--- config.mk ---
export PLATFORM = sky130hd
export DESIGN_NAME = vcrop
export DESIGN_NICKNAME = d
export VERILOG_FILES = /design/src/rtl/vcrop.sv
export SDC_FILE = /design/constraint.sdc
export NUM_CORES = 1
export LEC_CHECK = 0
export BUFFER_PORTS_ARGS = -buffer_cell sky130_fd_sc_hd__buf_2
export CORE_AREA = 2 2 130 132
export CTS_CLUSTER_DIAMETER = 60
export DETAILED_ROUTE_END_ITERATION = 16
export DIE_AREA = 0 0 132 134
export MAX_ROUTING_LAYER = met4
export PLACE_DENSITY = 0.74
export SLEW_MARGIN = 20
export SYNTH_ARGS = -nofsm -noshare
export SYNTH_HDL_FRONTEND = slang
export SYNTH_SLANG_ARGS = --single-unit
--- constraint.sdc ---
create_clock -name clk -period 5.7 [get_ports clk]
set_clock_uncertainty 0.05 [all_clocks]
set_input_delay 1.71 -clock clk [delete_from_list [all_inputs] [get_ports clk]]
set_output_delay 1.71 -clock clk [all_outputs]
set_load 0.02 [all_outputs]
--- src/rtl/vcrop.sv ---
// vcrop: crops a rectangular window out of an AXI-Stream video stream.
// The window (x_start, x_len, y_start, y_len) is latched on every
// start-of-frame beat. Beats inside the window pass through a single output
// register stage, and beats outside it are dropped. Beats that arrive before
// the first start-of-frame after reset are also dropped.
module vcrop #(
    parameter int DATA_WIDTH = 8,
    parameter int DIM_WIDTH  = 12
) (
    input  logic                  clk,
    input  logic                  reset,
    input  logic [DATA_WIDTH-1:0] s_axis_data_tdata,
    input  logic                  s_axis_data_tvalid,
    output logic                  s_axis_data_tready,
    input  logic                  s_axis_data_tuser,
    input  logic                  s_axis_data_tlast,
    input  logic [DIM_WIDTH-1:0]  x_start,
    input  logic [DIM_WIDTH-1:0]  x_len,
    input  logic [DIM_WIDTH-1:0]  y_start,
    input  logic [DIM_WIDTH-1:0]  y_len,
    output logic [DATA_WIDTH-1:0] m_axis_data_tdata,
    output logic                  m_axis_data_tvalid,
    input  logic                  m_axis_data_tready,
    output logic                  m_axis_data_tuser,
    output logic                  m_axis_data_tlast,
    output logic                  short_line,
    output logic [15:0]           frame_count
);

    typedef enum logic {WAIT_SOF = 1'b0, ACTIVE = 1'b1} state_t;

    localparam logic [DIM_WIDTH-1:0] DIM_MAX  = '1;
    localparam logic [DIM_WIDTH-1:0] DIM_ONE  = {{(DIM_WIDTH-1){1'b0}}, 1'b1};
    localparam logic [DIM_WIDTH:0]   WIDE_ONE = {{DIM_WIDTH{1'b0}}, 1'b1};

    state_t                 state, state_nxt;
    logic                   active;
    logic                   s_acc, sof_acc, fwd_en, sof_pend;
    logic [DIM_WIDTH-1:0]   px, ln, xs_q, xl_q, ys_q, yl_q;
    logic [DIM_WIDTH-1:0]   cur_px, cur_ln, win_xs, win_xl, win_ys, win_yl;
    logic [DIM_WIDTH:0]     x_end, y_end, px_next_w;
    logic                   in_x, in_y, in_win, at_x_end;

    // Counter step that holds at all-ones instead of wrapping.
    function automatic logic [DIM_WIDTH-1:0] sat_inc(input logic [DIM_WIDTH-1:0] v);
        return (v == DIM_MAX) ? v : v + DIM_ONE;
    endfunction

    assign s_axis_data_tready = !m_axis_data_tvalid | m_axis_data_tready;
    assign s_acc   = s_axis_data_tvalid & s_axis_data_tready;
    assign sof_acc = s_acc & s_axis_data_tuser;

    // Coordinate and window of the current beat. A start-of-frame beat is
    // always (0,0) and is judged against the window presented with it.
    always_comb begin
        cur_px    = sof_acc ? '0 : px;
        cur_ln    = sof_acc ? '0 : ln;
        win_xs    = sof_acc ? x_start : xs_q;
        win_xl    = sof_acc ? x_len   : xl_q;
        win_ys    = sof_acc ? y_start : ys_q;
        win_yl    = sof_acc ? y_len   : yl_q;
        x_end     = {1'b0, win_xs} + {1'b0, win_xl};
        y_end     = {1'b0, win_ys} + {1'b0, win_yl};
        px_next_w = {1'b0, cur_px} + WIDE_ONE;
        in_x      = (cur_px >= win_xs) && ({1'b0, cur_px} < x_end);
        in_y      = (cur_ln >= win_ys) && ({1'b0, cur_ln} < y_end);
        in_win    = in_x && in_y;
        at_x_end  = (px_next_w == x_end);
        fwd_en    = s_acc && in_win && (active || sof_acc);
    end

    // Frame-tracking state register.
    always_ff @(posedge clk or negedge reset) begin
        if (!reset) state <= WAIT_SOF;
        else        state <= state_nxt;
    end

    // Leave WAIT_SOF on the first accepted start-of-frame and stay in ACTIVE.
    always_comb begin
        state_nxt = state;
        if (state == WAIT_SOF && sof_acc) state_nxt = ACTIVE;
    end

    // Decoded state output.
    always_comb begin
        active = (state == ACTIVE);
    end

    // Pixel/line counters, window latch, SOF tracking and status.
    always_ff @(posedge clk or negedge reset) begin
        if (!reset) begin
            px          <= '0;
            ln          <= '0;
            xs_q        <= '0;
            xl_q        <= '0;
            ys_q        <= '0;
            yl_q        <= '0;
            sof_pend    <= 1'b0;
            short_line  <= 1'b0;
            frame_count <= '0;
        end else begin
            if (s_acc) begin
                if (s_axis_data_tlast) begin
                    px <= '0;
                    ln <= sat_inc(cur_ln);
                end else begin
                    px <= sat_inc(cur_px);
                    ln <= cur_ln;
                end
            end
            if (sof_acc) begin
                xs_q        <= x_start;
                xl_q        <= x_len;
                ys_q        <= y_start;
                yl_q        <= y_len;
                frame_count <= frame_count + 16'd1;
            end
            if (fwd_en)       sof_pend <= 1'b0;
            else if (sof_acc) sof_pend <= 1'b1;
            if (s_acc && in_win && s_axis_data_tlast && (px_next_w < x_end))
                short_line <= 1'b1;
        end
    end

    // Output register stage: it loads whenever it is empty or being drained.
    always_ff @(posedge clk or negedge reset) begin
        if (!reset) begin
            m_axis_data_tvalid <= 1'b0;
            m_axis_data_tdata  <= '0;
            m_axis_data_tuser  <= 1'b0;
            m_axis_data_tlast  <= 1'b0;
        end else if (s_axis_data_tready) begin
            m_axis_data_tvalid <= fwd_en;
            if (fwd_en) begin
                m_axis_data_tdata <= s_axis_data_tdata;
                m_axis_data_tuser <= sof_pend | sof_acc;
                m_axis_data_tlast <= at_x_end | s_axis_data_tlast;
            end
        end
    end

endmodule

==> flow_metrics.py, run 1 <==
metrics = {
    "status": {
        "failed_checks": "negative setup slack",
        "outcome": "finished with violations",
    },
    "cells_and_area": {
        "syn_to_final_growth_pct": 27.2,
        "multi_input_comb_area_um2": 4480,
        "finalInstanceArea_um2": 9100,
        "fillCellCount": 1488,
        "drive_above_1_share_pct": 27.2,
        "antennaDiodeCount": 0,
        "seq_area_um2": 2550,
        "design.final.nets": 1143,
    },
    "worst_setup_path": {
        "critical_path.startpoint_type": "input port",
        "worst_path_maximum_fanout": 5,
        "worstPathRequired_ns": 5.89,
        "data_arrival_time_of_the_critical_path_ns": 5.94,
        "sort_of_element_at_the_end_of_the_critical_path": "flip-flop",
        "setup_cp_type": "input port to flip-flop",
    },
    "clock_tree": {
        "clkTransAtPathRegs_ns": 0.07,
        "cts_made_buffers": 9,
        "ctsHtreeMaxLevel": 3,
        "tritoncts_num_sinks": 102,
        "clock_insertion_delay_at_the_later_pin_of_the_skew_report_ns": 0.36,
        "cts.hold.buffers_added": 0,
        "clock_tree.buffer_depth": 2,
        "cts_tree": "yes",
        "clk_root_buffer_cell": "clkbuf_16",
    },
    "logic_synthesis": {
        "synth_top_cells_by_area": "dfrtp_1 36%, ha_1 15%, nand2_1 9.4%",
        "synth_top_flop_cell": "dfrtp_1",
        "post_synthesis_net_count": 950,
        "postSynth.asyncResetShare_pct": 100,
        "synth-seq-area-share_pct": 35.6,
        "synth_largest_type_area_fraction_pct": 35.6,
        "synth.ff_latch_count": 102,
        "yosys.area.top_type": "dfrtp_1",
        "synth_cells": 803,
        "synth-warning-count": 0,
        "post_synth_instance_area_um2": 7160,
        "synth-edff-count": 0,
        "yosys.cell_types.count": 71,
        "average_footprint_of_a_synthesized_cell_um2": 8.92,
    },
    "place": {
        "port-buffer-count": 90,
        "post-place-ws_ns": -0.522,
        "gp_routability_congestion": 0.916,
        "dpl_cell_area_um2": 8500,
        "dp_hpwl_um": 13800,
    },
    "sta": {
        "final_critical_path_setup_slack_ns": -0.0539,
        "setup_repair_after_global_routing_missed_its_margin": "true",
        "min_period_over_period_pct": 101,
        "layout_min_cycle_time_ns": 5.75,
        "report.final.slew_viol_count": 0,
        "finalSetupTns_ns": -0.210,
        "timing.final.setup_violations": 5,
        "timing_worst_slew_pin_value_ns": 0.760,
        "report.final.hold_viol_count": 0,
        "max-slew-margin-rel_pct": 49.2,
        "achievable-frequency_mhz": 174,
        "hold-worst-slack_ns": 0.421,
    },
    "detailed_routing": {
        "routed_via_density": 5.15,
        "drt-initial-drc-count": 307,
        "drtAntennaViolNets": 0,
        "totalWireLength_um": 18600,
        "drc": 0,
        "post_drt_wl_per_cell_um": 15.2,
        "detailedRoute.firstPassIterationCount": 5,
        "via_count": 6284,
    },
    "floorplanning": {
        "die_width_um": 132,
        "placeable_core_region_um2": 16300,
        "rows": 47,
        "dieHeight_um": 134,
        "start_util_pct": 44.0,
        "fp.dieArea_um2": 17700,
        "i_o_pin_count": 91,
    },
    "global_routing": {
        "groute.usage.overall_pct": 22.2,
        "globalRoute.totalOverflow": 0,
        "via_count_of_the_first_global_routing_pass": 6411,
        "grt_start_max_net_pins": 76,
        "grt_first_pass_wirelength_um": 30900,
        "antenna_found_initial": 0,
    },
    "pwr": {
        "p_leak_uw": 0.00477,
        "design_power_total_uw": 2400,
        "power.ir.vdd_worst_v": 0.000172,
        "power-per-cell-area_nw_per_um2": 263,
    },
    "min_path": {
        "min_path_type": "flip-flop to flip-flop",
    },
    "flow_run": {
        "drv_cap": 0,
    },
}
==> kinds of logic after synthesis <==
group / count (synthesis) / share of synthesized area [%]
fa+ha+maj: 86 / 15.2
mux: 18 / 2.97
xor+xnor: 63 / 7.71
compound gates: 132 / 12.9
flops: 102 / 35.6
simple gates: 337 / 21.5
buf+inv: 65 / 4.07
==> through the flow <==
step	cells	utilization [%]
after CTS	1213	55.1
after global placement	1183	52.2
after detailed placement	1183	52.2
final	1220	55.9
after global routing	1220	55.9
after floorplan	803	-
==> timing repair <==
item | CTS | global route
gates cloned | 3 | 0
pin swaps | 8 | 20
setup buffers | 12 | 9
hold endpoints to repair | 0 | 0
setup endpoints to repair | 12 | 12
resized for setup | 15 | 19
==> final timing paths <==
path | cells after the start | end | slack, ns | startpoint
max | 27 | m_axis_data_tdata[6] | -0.05 | m_axis_data_tready
min | 1 | short_line | 0.42 | short_line
max reg2reg | 27 | m_axis_data_tdata[6] | 0.90 | m_axis_data_tvalid
min reg2reg | 1 | short_line | 0.42 | short_line
max in group asynchronous | 2 | frame_count[6] | 3.64 | reset
min in group asynchronous | 1 | ys_q[1] | 1.24 | reset
==> layer usage <==
layer / GRT usage [%] / up-vias / share of wire [%]
met5: - / - / 0
met4: 6.28 / 0 / 2.3
met3: 5.06 / 28 / 4.6
met2: 38.3 / 147 / 50
met1: 26.2 / 2954 / 43
li1: - / 3155 / -
==> layout by cell type, fill, tap and decap left out, types with 3 or more instances in the layout <==
master     instances
o31ai_1           12
nand4_1           18
inv_1             39
dfrtp_1          102
xor2_1            31
nand2_2            3
ha_1              79
o21ai_0           24
buf_6              3
nand2_1          178
nor2b_1            5
o21a_1             4
nand3_1           18
or2_2              3
a21o_1            12
nor2_1            49
buf_2             88
mux2i_1            9
buf_4            110
nor3_1             8
and3_1             7
o211ai_1           7
mux2_4             8
a21oi_2            5
nand2b_1           4
a21oi_1           29
and4_1             4
clkbuf_16          9
and2_1            21
o21ai_1            4
nor4_1             3
nand4b_1           3
xnor2_1           29
==> flip-flops by register name, summed over array words and instances, names as in the netlist, named ones only <==
signal	cells
frame_count	16
ln	12
px	12
xl_q	12
xs_q	12
yl_q	12
ys_q	11
m_axis_data_tdata	8
active	1
m_axis_data_tlast	1
m_axis_data_tuser	1
m_axis_data_tvalid	1
short_line	1
sof_pend	1
==> cell type report <==
cell class,instances,area share [%]
inverters,41,1.75
flip-flops and latches,102,28.0
well taps,220,3.02
clock inverters,3,0.234
repair buffers,204,15.0
multi-input cells,638,49.2
clock buffers,12,2.71
==> cells in the mapped netlist (6+ instances only) <==
cell type / count
o211ai_1: 7
xor2_1: 32
nor2_1: 52
nand4_1: 18
nand2_1: 179
dfrtp_1: 102
nor3_1: 8
and2_1: 21
a21oi_1: 33
clkbuf_1: 16
o31ai_1: 12
inv_1: 40
o21ai_0: 28
and3_1: 7
xnor2_1: 31
nand3_1: 18
ha_1: 83
a21o_1: 12
mux2_4: 6
mux2i_1: 10
nor2b_1: 6
==> worst max-delay path: stages <==
cell	delay, ns
buf_6	0.09
nor2b_1	0.10
buf_4	0.19
nor2_4	0.08
buf_4	0.16
buf_4	0.13
nand2_1	0.06
nand2_1	0.07
ha_1	0.33
nor2b_2	0.16
o21a_1	0.17
nor2_1	0.09
buf_4	0.14
o31ai_4	0.05
o21ai_1	0.13
nand2b_1	0.07
a21oi_1	0.19
xor2_1	0.10
ha_2	0.20
a2111oi_2	0.32
o21a_1	0.16
o21ai_1	0.06
a211o_1	0.38
a211oi_4	0.24
buf_6	0.15
buf_16	0.11
mux2_4	0.29
==> power by group <==
group	total [uW]	leakage (uW)	switching, uW	internal, uW
clock network	581	0.000129	275	306
logic	973	0.00333	500	473
registers	842	0.00131	48.4	793
total	2400	0.00477	823	1570
(Power assumes the default switching activity.)
==> run 2: changes to the inputs <==
- PLACE_DENSITY: 0.74 -> 0.61
==> flow_metrics.py, run 2 (synthesized netlist as in run 1, its figures left out) <==
metrics = {
    "cells_and_area": {
        "layout.cells.most_common_list": "176 x nand2_1, 102 x dfrtp_1, 92 x buf_4, 88 x buf_2, 79 x ha_1",
        "register_ranked_first_by_flip_flop_count": "frame_count",
        "fillCellCount": 1511,
        "largest_register_ffs": 16,
        "syn_to_final_growth_pct": 26.9,
        "drive_above_1_share_pct": 26.3,
        "design.final.nets": 1130,
        "final_common_cell": "nand2_1",
        "antennaDiodeCount": 0,
    },
    "clock_tree": {
        "clkTransAtPathRegs_ns": 0.07,
        "cts_made_buffers": 9,
        "ctsHtreeMaxLevel": 3,
        "clk_root_buffer_cell": "clkbuf_16",
        "cts_tree": "yes",
        "clock_insertion_delay_at_the_later_pin_of_the_skew_report_ns": 0.36,
        "tritoncts_num_sinks": 102,
        "clock_tree.buffer_depth": 2,
    },
    "detailed_routing": {
        "post_drt_wl_per_cell_um": 14.8,
        "totalWireLength_um": 17800,
        "detailedRoute.firstPassIterationCount": 7,
        "drc": 0,
        "drt-initial-drc-count": 267,
        "routed_via_density": 5.05,
        "drtAntennaViolNets": 0,
        "via_count": 6096,
    },
    "sta": {
        "report.final.slew_viol_count": 0,
        "layout_min_cycle_time_ns": 5.72,
        "finalSetupTns_ns": -0.0433,
        "timing.final.setup_violations": 2,
        "setup_repair_after_global_routing_missed_its_margin": "true",
        "final_critical_path_setup_slack_ns": -0.0226,
        "report.final.hold_viol_count": 0,
        "achievable-frequency_mhz": 175,
        "max-slew-margin-rel_pct": 48.5,
        "min_period_over_period_pct": 100,
        "hold-worst-slack_ns": 0.413,
        "timing_worst_slew_pin_value_ns": 0.771,
    },
    "status": {
        "failed_checks": "negative setup slack",
        "outcome": "finished with violations",
    },
    "worst_setup_path": {
        "setup_cp_type": "input port to flip-flop",
        "worst_path_maximum_fanout": 6,
        "sort_of_element_at_the_end_of_the_critical_path": "flip-flop",
        "critical_path.startpoint_type": "input port",
        "data_arrival_time_of_the_critical_path_ns": 5.91,
        "worstPathRequired_ns": 5.89,
    },
    "floorplanning": {
        "start_util_pct": 44.0,
        "fp.dieArea_um2": 17700,
        "die_width_um": 132,
        "placeable_core_region_um2": 16300,
        "rows": 47,
        "dieHeight_um": 134,
        "i_o_pin_count": 91,
    },
    "place": {
        "gp_routability_congestion": 0.879,
        "dp_hpwl_um": 13700,
        "port-buffer-count": 90,
    },
    "global_routing": {
        "groute.usage.overall_pct": 21.7,
        "grt_start_max_net_pins": 77,
        "antenna_found_initial": 0,
        "via_count_of_the_first_global_routing_pass": 6200,
        "grt_first_pass_wirelength_um": 30000,
        "globalRoute.totalOverflow": 0,
    },
    "pwr": {
        "combinationalPowerShare_pct": 38.1,
        "p_int_uw": 1630,
        "share_seq_of_total_power_pct": 34.5,
        "power-per-cell-area_nw_per_um2": 268,
        "switching_power_as_a_share_of_total_power_pct": 33.1,
        "clock_network_fraction_of_design_power_pct": 27.4,
        "p_leak_uw": 0.00475,
        "power.ir.vdd_worst_v": 0.000152,
        "power.net_switching_uw": 807,
    },
    "min_path": {
        "min_path_type": "flip-flop to flip-flop",
    },
    "flow_run": {
        "drv_cap": 0,
    },
}
[run 2: changes by cell type in the layout (fill, tap and decap cells not counted), sizes merged]
| cell | before | now |
|---|---|---|
| nor2 | 53 | 52 |
| bufinv | 0 | 2 |
| clkinv | 2 | 3 |
| buf | 204 | 191 |
| clkbuf | 12 | 11 |
[run 2: area by class of cell]
type                       instances  area (um2)  share of cell area, %
timing repair buffer             192        1320                   14.6
clock inverter                     6        86.3                  0.950
tap                              220         275                   3.03
inverter                          41         159                   1.75
clock buffer                      10         229                   2.52
sequential                       102        2550                   28.1
multi-input combinational        637        4460                   49.1
[run 2: worst paths after layout]
check	cells past startpoint	startpoint	to	slack, ns
min in group asynchronous	1	reset	yl_q[1]	1.29
worst min register to register	1	frame_count[15]	frame_count[15]	0.41
worst max register to register	26	m_axis_data_tvalid	m_axis_data_tdata[2]	0.97
worst min-delay path	1	frame_count[15]	frame_count[15]	0.41
worst max-delay path	24	m_axis_data_tready	m_axis_data_tdata[2]	-0.02
max in group asynchronous	2	reset	ys_q[7]	3.39
[run 2: metal layers]
layer	track usage, %	vias up	share of wire (%)
met2	37.3	103	50
met1	26.9	2848	45
met3	3.85	16	3.5
li1	-	3129	-
met4	4.59	0	1.2
met5	-	-	0
[run 2: stage by stage]
step                      setup slack [ns]  total power [uW]  instances  util, %  area, um2
after CTS                          0.00112              2430       1202     54.8       8920
after global placement              -0.524              1740       1183     52.4       8540
after detailed placement            -0.572              1740       1183     52.4       8540
after floorplan                     -0.451              1380        803        -       7230
after global routing                -0.232              2620       1208     55.8       9090
final                              -0.0226              2440       1208     55.8       9090
[run 2: repair_timing]
| action | 4_1_cts | 5_1_grt |
|---|---|---|
| pin swaps | 3 | 7 |
| hold buffers | 0 | 0 |
| cloned | 0 | 2 |
| setup endpoints to repair | 11 | 12 |
| buffers inserted | 3 | 4 |
| resized for setup | 7 | 25 |
[run 2: power by group through the flow]
stage,Sequential (uW),Clock [uW],Combinational (uW)
2_1_floorplan,865,0,520
3_3_place_gp,853,0,885
3_5_place_dp,854,0,890
4_1_cts,840,685,908
5_1_grt,849,719,1050
6_report,840,667,928
[run 2: worst max-delay path: stages]
cell,delay (ns)
buf_6,0.09
nor2b_1,0.10
buf_4,0.18
inv_6,0.06
nand2_8,0.10
mux2i_4,0.24
inv_2,0.07
ha_4,0.26
a21o_1,0.13
a21oi_2,0.07
o21ba_4,0.23
o211ai_1,0.20
nand4_1,0.14
nand2_1,0.10
nor2_1,0.05
xor2_1,0.16
ha_1,0.32
a2111oi_2,0.30
o21a_1,0.17
o21ai_1,0.06
a211o_1,0.35
a211oi_4,0.32
clkbuf_16,0.22
mux2_4,0.29
==> run 3: changes to the inputs <==
- clock period: 5.7 -> 6.9 ns (I/O delays scaled with it)
==> flow_metrics.py, run 3 (synthesized netlist as in run 1, its figures left out) <==
metrics = {
    "place": {
        "gp_routability_congestion": 0.825,
        "place_inst": 1107,
        "dp_hpwl_um": 13100,
        "port-buffer-count": 90,
    },
    "floorplanning": {
        "die_width_um": 132,
        "i_o_pin_count": 91,
        "dieHeight_um": 134,
        "start_util_pct": 44.0,
        "placeable_core_region_um2": 16300,
        "fp.dieArea_um2": 17700,
        "rows": 47,
    },
    "cells_and_area": {
        "design.final.nets": 1045,
        "syn_to_final_growth_pct": 15.0,
        "largest_register_ffs": 16,
        "layout.cells.most_common_list": "179 x nand2_1, 102 x dfrtp_1, 89 x buf_2, 83 x ha_1, 51 x nor2_1",
        "final_common_cell": "nand2_1",
        "drive_above_1_share_pct": 17.2,
        "layout_cells_excl_fill": 1123,
        "fillCellCount": 1578,
        "register_ranked_first_by_flip_flop_count": "frame_count",
        "antennaDiodeCount": 0,
    },
    "worst_setup_path": {
        "data_arrival_time_of_the_critical_path_ns": 6.76,
        "setup_cp_type": "input port to flip-flop",
        "rrSetupSlack_ns": 1.77,
        "worstPathRequired_ns": 7.09,
        "worst_path_maximum_fanout": 16,
        "sort_of_element_at_the_end_of_the_critical_path": "flip-flop",
        "worst_r2r_startpoint": "m_axis_data_tvalid",
        "destination_of_the_worst_register_to_register_timing_path": "m_axis_data_tdata[0]",
        "worst_r2r_path_depth": 23,
        "critical_path.startpoint_type": "input port",
    },
    "sta": {
        "min_period_over_period_pct": 95.3,
        "timing_worst_slew_pin_value_ns": 0.771,
        "achievable-frequency_mhz": 152,
        "layout_min_cycle_time_ns": 6.57,
        "report.final.slew_viol_count": 0,
        "hold-worst-slack_ns": 0.403,
        "setup_repair_after_global_routing_missed_its_margin": "false",
        "report.final.hold_viol_count": 0,
        "timing.final.setup_violations": 0,
        "max-slew-margin-rel_pct": 48.5,
    },
    "detailed_routing": {
        "totalWireLength_um": 17000,
        "drc": 0,
        "met2RoutedLength_um": 8430,
        "drt-initial-drc-count": 234,
        "topRoutingLayerUsed": "met4",
        "post_drt_wl_per_cell_um": 15.1,
        "detailedRoute.firstPassIterationCount": 5,
        "routed_via_density": 5.15,
        "drtAntennaViolNets": 0,
        "met3RoutedLength_um": 489,
        "via_count": 5783,
        "wl_met1_um": 7730,
    },
    "global_routing": {
        "grt_first_pass_wirelength_um": 28500,
        "groute.usage.overall_pct": 20.7,
        "antenna_found_initial": 0,
        "grt_start_max_net_pins": 56,
        "globalRoute.totalOverflow": 0,
        "via_count_of_the_first_global_routing_pass": 5742,
    },
    "clock_tree": {
        "post_cts_buffers": 0,
        "clock_insertion_delay_at_the_later_pin_of_the_skew_report_ns": 0.36,
        "ctsHtreeMaxLevel": 3,
        "clk_root_buffer_cell": "clkbuf_16",
        "cts_made_buffers": 9,
        "cts.hold.buffers_added": 0,
        "clock_tree.buffer_depth": 2,
        "clkTransAtPathRegs_ns": 0.07,
        "tritoncts_num_sinks": 102,
        "post_cts_resized": 0,
        "cts_tree": "yes",
    },
    "flow_run": {
        "drv_cap": 0,
    },
    "min_path": {
        "min_path_type": "flip-flop to flip-flop",
        "min_from": "short_line",
        "hold_path_depth": 1,
        "whs_endpoint": "short_line",
    },
    "pwr": {
        "p_int_uw": 1210,
        "power.ir.vdd_worst_v": 0.000133,
        "clock_network_fraction_of_design_power_pct": 29.2,
        "share_seq_of_total_power_pct": 37.8,
        "combinationalPowerShare_pct": 33.0,
        "power-per-cell-area_nw_per_um2": 223,
        "p_leak_uw": 0.00428,
        "switching_power_as_a_share_of_total_power_pct": 34.1,
        "power.net_switching_uw": 628,
    },
    "status": {
        "outcome": "completed",
    },
}
run 3: cell count changes in the layout (fill, tap and decap cells not counted), sizes merged:
cell    previous run  this run
buf              191       108
bufinv             2         1
clkbuf            11        12
clkinv             3         2
nand2            183       182
run 3: final cells by class:
cell class | instances | area [um2] | area share [%]
clock inverters | 4 | 55.1 | 0.668
clock buffers | 12 | 256 | 3.11
well taps | 220 | 275 | 3.34
repair buffers | 108 | 613 | 7.44
flip-flops and latches | 102 | 2550 | 31.0
inverters | 41 | 156 | 1.90
multi-input cells | 636 | 4330 | 52.5
run 3: how the worst max path moves through the flow:
stage | slack, ns | endpoint | cells past startpoint | start
after floorplan | 0.02 | m_axis_data_tdata[1] | 26 | s_axis_data_tuser
after global placement | 0.09 | m_axis_data_tdata[7] | 24 | m_axis_data_tready
after detailed placement | -0.05 | m_axis_data_tdata[0] | 24 | m_axis_data_tready
after CTS | 0.31 | m_axis_data_tdata[0] | 24 | m_axis_data_tready
after global routing | 0.04 | m_axis_data_tdata[7] | 24 | m_axis_data_tready
final | 0.33 | m_axis_data_tdata[0] | 23 | s_axis_data_tuser
run 3: routing by layer:
| layer | global-route usage (%) | vias to the layer above |
|---|---|---|
| li1 | - | 2953 |
| met1 | 25.8 | 2717 |
| met2 | 34.4 | 93 |
| met3 | 3.14 | 20 |
| met4 | 7.19 | 0 |
| met5 | - | - |
run 3: critical path, stage by stage:
cell and delay (ns):
buf_2 0.17, and2_4 0.26, nand2_4 0.18, buf_4 0.24
nand2_1 0.07, nand2_1 0.09, ha_1 0.29, a21o_1 0.18
a21oi_1 0.24, o21ba_2 0.20, o211ai_1 0.12, nand4_1 0.13
nand2_1 0.06, nor2_1 0.11, xor2_1 0.18, ha_1 0.27
a2111oi_0 0.47, o21a_1 0.18, o21ai_0 0.08, a211o_1 0.36
a211oi_4 0.27, buf_12 0.19, mux2_2 0.33
run 3: through the flow:
step	setup TNS, ns	setup slack, ns	util (%)	power (uW)	cell area, um2
floorplan	0	0.0208	-	1140	7170
detailed placement	-0.143	-0.0469	48.7	1310	7930
finish	0	0.325	50.6	1840	8240
global placement	0	0.0906	48.7	1310	7930
global route	0	0.0434	50.6	1970	8240
CTS	0	0.310	50.6	1860	8240
run 3: power groups by stage:
| stage | logic (uW) | registers (uW) | clock network (uW) |
|---|---|---|---|
| after detailed placement | 608 | 706 | 0 |
| after global placement | 605 | 706 | 0 |
| after global routing | 696 | 702 | 572 |
| final | 607 | 696 | 536 |
| after floorplan | 423 | 714 | 0 |
| after CTS | 613 | 695 | 552 |
